[config.mk]
export PLATFORM = sky130hd
export DESIGN_NAME = fifo_wr_arbiter
export DESIGN_NICKNAME = d
export VERILOG_FILES = /design/src/rtl/fifo_wr_arbiter.sv
export SDC_FILE = /design/constraint.sdc
export NUM_CORES = 1
export LEC_CHECK = 0
export ABC_AREA = 1
export CORE_ASPECT_RATIO = 2
export CORE_MARGIN = 4
export CORE_UTILIZATION = 35
export DETAILED_ROUTE_END_ITERATION = 6
export GPL_TIMING_DRIVEN = 0
export PLACE_DENSITY = 0.73
export RECOVER_POWER = 100
export SLEW_MARGIN = 5
export SYNTH_ARGS = -nofsm -noshare
export SYNTH_HDL_FRONTEND = slang
export SYNTH_SLANG_ARGS = --single-unit
[constraint.sdc]
create_clock -name clk -period 3.1 [get_ports clk]
set_input_delay 0.93 -clock clk [delete_from_list [all_inputs] [get_ports clk]]
set_output_delay 0.93 -clock clk [all_outputs]
set_load 0.01 [all_outputs]
[src/rtl/fifo_wr_arbiter.sv]
// rtl/fifo_wr_arbiter.sv - round-robin write arbiter feeding a shared FIFO
// through a one-word holding register that stalls on fifo_full.
module fifo_wr_arbiter #(
   parameter int NUM_REQ    = 4,
   parameter int fifo_width = 8
) (
   input  logic                          clk,
   input  logic                          rst,
   input  logic [NUM_REQ-1:0]            req,
   input  logic [NUM_REQ*fifo_width-1:0] data_in,
   input  logic                          fifo_full,
   output logic [NUM_REQ-1:0]            ack,
   output logic                          fifo_write,
   output logic [fifo_width-1:0]         fifo_data_in,
   output logic [1:0]                    grant_id,
   output logic [7:0]                    stall_cnt
);

   typedef enum logic {
      IDLE   = 1'b0,
      LOADED = 1'b1
   } state_t;

   state_t                state_q, state_d;
   logic [1:0]            ptr_q, ptr_d;
   logic [fifo_width-1:0] hold_data_q, hold_data_d;
   logic [1:0]            hold_id_q, hold_id_d;
   logic [7:0]            stall_cnt_q, stall_cnt_d;

   logic       win_found;
   logic [1:0] win_idx;
   logic [1:0] scan_idx;
   logic       cap_en;

   // Round-robin scan starting at ptr_q; 2-bit index wraps modulo 4.
   always_comb begin
      win_found = 1'b0;
      win_idx   = ptr_q;
      scan_idx  = ptr_q;
      for (int k = 0; k < 4; k++) begin
         scan_idx = ptr_q + 2'(k);
         if (!win_found && req[scan_idx]) begin
            win_found = 1'b1;
            win_idx   = scan_idx;
         end
      end
   end

   assign fifo_write = (state_q == LOADED) && !fifo_full;
   // Capture is gated by rst so ack stays low while reset is held.
   assign cap_en     = !rst && win_found && ((state_q == IDLE) || fifo_write);
   assign ack        = cap_en ? ({{(NUM_REQ-1){1'b0}}, 1'b1} << win_idx) : '0;

   assign fifo_data_in = hold_data_q;
   assign grant_id     = hold_id_q;
   assign stall_cnt    = stall_cnt_q;

   always_comb begin
      state_d     = state_q;
      ptr_d       = ptr_q;
      hold_data_d = hold_data_q;
      hold_id_d   = hold_id_q;
      stall_cnt_d = stall_cnt_q;

      case (state_q)
         IDLE:    if (cap_en) state_d = LOADED;
         LOADED:  if (fifo_write && !cap_en) state_d = IDLE;
         default: state_d = IDLE;
      endcase

      if (cap_en) begin
         hold_data_d = data_in[win_idx*fifo_width +: fifo_width];
         hold_id_d   = win_idx;
         ptr_d       = win_idx + 2'd1;
      end

      if ((state_q == LOADED) && fifo_full && (stall_cnt_q != 8'hFF))
         stall_cnt_d = stall_cnt_q + 8'd1;
   end

   always_ff @(posedge clk or posedge rst) begin
      if (rst) begin
         state_q     <= IDLE;
         ptr_q       <= 2'd0;
         hold_data_q <= '0;
         hold_id_q   <= 2'd0;
         stall_cnt_q <= 8'd0;
      end else begin
         state_q     <= state_d;
         ptr_q       <= ptr_d;
         hold_data_q <= hold_data_d;
         hold_id_q   <= hold_id_d;
         stall_cnt_q <= stall_cnt_d;
      end
   end

endmodule

==> impl_metrics.ini <==
[clock_network]
cts_made_buffers = 3
clkSinkCount = 21
htree_levels = 1
hold_buffers = 0
clock_path_buffers = 2
cts-root-buf = clkbuf_8
insertion_delay_ps = 260
cts_tree = built
clkTransAtPathRegs_ps = 80

[floorplan]
start_util_pct = 35.9
placementRows = 36
fp.dieH_um = 107
die_w_um = 57.7
die_area_um2 = 6190
core_area_um2 = 4820
io_pins = 62

[timing]
post-route-period-util_pct = 107
hold-worst-slack_ps = 478
hold_violations = 0
slew_viol_final = 0
setup_ws_ps = -226
slew_headroom_pct = 61.0
setup_viol = 4
period_minus_slack_ps = 3330
tightest_slew_ps = 585
clock_skew_ps = 7.59
rsz0062_at_grt = true
clock.fmax_mhz = 301

[route]
drc = 0
drt_iter0_markers = 37
wl_per_cell_um = 13.0
drt-total-wl_mm = 5.33
final_antenna_net_count = 0
firstDrtPassIters = 4
avgViaCountPerCell = 4.72
via_count = 1931

[grt]
grt_pass1_vias = 1983
overflow = 0
grt_pass1_wl_mm = 8.65
grt_usage_pct = 17.6
antenna_found_initial = 0
grt_start_max_net_pins = 12

[synth]
syn_inst = 259
synth-seq-area-share_pct = 30.4
ys_seq_elements = 21
syn_area_um2 = 1730
syn_area_per_cell_um2 = 6.67
yosysWarnings = 0
syn-num-nets = 303
ys_types = 24

[power]
seqPwrFrac_pct = 14.1
switchingPower_uw = 1770
internal_power_uw = 1790
clockPowerShare_pct = 5.1
combinationalPowerShare_pct = 80.8
ir_drop_uv = 908
p_leak_uw = 0.00144
swShare_pct = 49.8
power.density_nw_per_um2 = 1230

[finish]
layout.nets = 397
final_cells = 409
drive_gt1_share_pct = 33.5
multi_input_area_um2 = 1250
num-fill-cells = 413
layout_commonest_cell = nand2_1
diodes = 0
area_delta_synth_final_pct = 68.1
final_cell_mix = 110 x nand2_1, 51 x clkdlybuf4s50_1, 26 x nand3_1
seqCellArea_um2 = 527

[placement]
placed_cells = 377
dp_hpwl_mm = 3.56
gp_congestion = 0.854
portBuffers = 61
place_ws_ps = -1200

[critical_path]
endpoint_kind = primary output
slowest_stage = buf_2
r2r-start = ptr_q[1]$_DFFE_PP0P_
crit_buf_inv = 5
crit_start = req[2]
cp.arrival_ps = 2400
cp_cell_sequence = buf_8 -> inv_4 -> nand2_4 -> nand2_4 -> nand2_4 -> nand2_4 -> nand2_4 -> nor2_4 -> nand3_4 -> nand2_2 -> nand2_2 -> nand2_4 -> buf_6 -> ha_4 -> inv_2 -> nor2_2 -> buf_2
required_ps = 2170
crit_type = in2out
critPathTopFamily = simple AND/OR/NAND/NOR gates
critPathMostFrequentCell = nand2_4
cp-start-kind = primary input
cp_max_fo = 4
slowest_delay_ps = 140

[min_path]
min_from = fifo_data_in[0]$_DFFE_PP0P_
min_path_type = reg2reg

[job]
drv_cap = 0

[outcome]
status = finished with violations
violations = negative setup slack
Yosys cell counts (all sizes together):
| cell type | instances | area (um^2) |
|---|---|---|
| nand2 | 144 | 608 |
| nand3 | 35 | 198 |
| dfrtp | 21 | 526 |
| inv | 21 | 83.8 |
| nor2 | 11 | 56.3 |
| buf | 8 | 76.3 |
| ha | 5 | 62.6 |
| o21ai | 4 | 31.3 |
| xor2 | 4 | 35.0 |
| xnor2 | 3 | 26.3 |
| nor3 | 1 | 5.00 |
| o21a | 1 | 7.51 |
| o31ai | 1 | 12.5 |
worst min-delay path: cells and delay by family (launching register included):
| kind | cells | cell delay (ps) |
|---|---|---|
| flip-flops | 1 | 350 |
| AND/OR/NAND/NOR | 2 | 100 |
state kept, by name, indices dropped and copies added, names as in the netlist:
signal	count
fifo_data_in	8
grant_id	2
ptr_q	2
stall_cnt	8
state_q	1
through the flow:
step | setup TNS, ps | instance area, um^2 | total power (uW) | utilization (%)
detailed placement | -4660 | 2430 | 2570 | 50.3
global placement | -4620 | 2430 | 2540 | 50.3
finish | -704 | 2900 | 3560 | 60.3
floorplan | 0 | 1740 | 1960 | -
CTS | -506 | 2780 | 3380 | 57.6
global route | -1070 | 2900 | 3880 | 60.3
per-layer routing:
metal	part of all wire, %	wire length, um	global-route usage [%]
met5	0	0	0
met4	3.1	165	6.97
met3	3.7	198	1.20
met2	60	3190	37.3
met1	33	1780	15.9
power groups by stage:
stage,clock (uW),sequential (uW),combinational [uW]
after global routing,191,526,3170
after detailed placement,0,502,2070
after CTS,182,502,2700
after global placement,0,499,2040
final,181,501,2880
after floorplan,0,537,1430
final timing paths:
kind	slack, ps	depth (start not counted)	end
min in group asynchronous	1090	2	fifo_data_in[1]$_DFFE_PP0P_
hold / removal	480	2	fifo_data_in[0]$_DFFE_PP0P_
max in group asynchronous	1370	3	state_q$_DFF_PP0_
setup reg to reg	700	18	fifo_data_in[5]$_DFFE_PP0P_
hold reg to reg	480	2	fifo_data_in[0]$_DFFE_PP0P_
setup / recovery	-230	17	ack[3]
logic make-up (layout without fill, tap and decap cells):
group                      count (synthesis)  after routing  synth area share (%)
buffers and inverters                     29            122                  9.27
DFF                                       21             21                  30.4
AOI/OAI and AO/OA                          6              6                  2.97
adders and majority gates                  5              5                  3.62
xor gates and xnor gates                   7              7                  3.55
and+or+nand+nor                          191            191                  50.2
area by class of cell:
type	count	area share, %
Multi-Input combinational cell	209	43.0
Buffer	6	1.77
Timing Repair Buffer	90	29.5
Tap cell	57	2.46
Timing Repair inverter	1	0.172
Sequential cell	21	18.1
Clock buffer	4	1.55
Inverter	21	3.36
what timing repair did:
| item | in CTS | in global routing |
|---|---|---|
| buffers inserted | 26 | 3 |
| endpoints found under the setup margin | 4 | 4 |
| resized for setup | 77 | 26 |
| pin swaps | 24 | 18 |
| cloned | 1 | 0 |
Note: power is estimated with default switching activity, not from simulation.
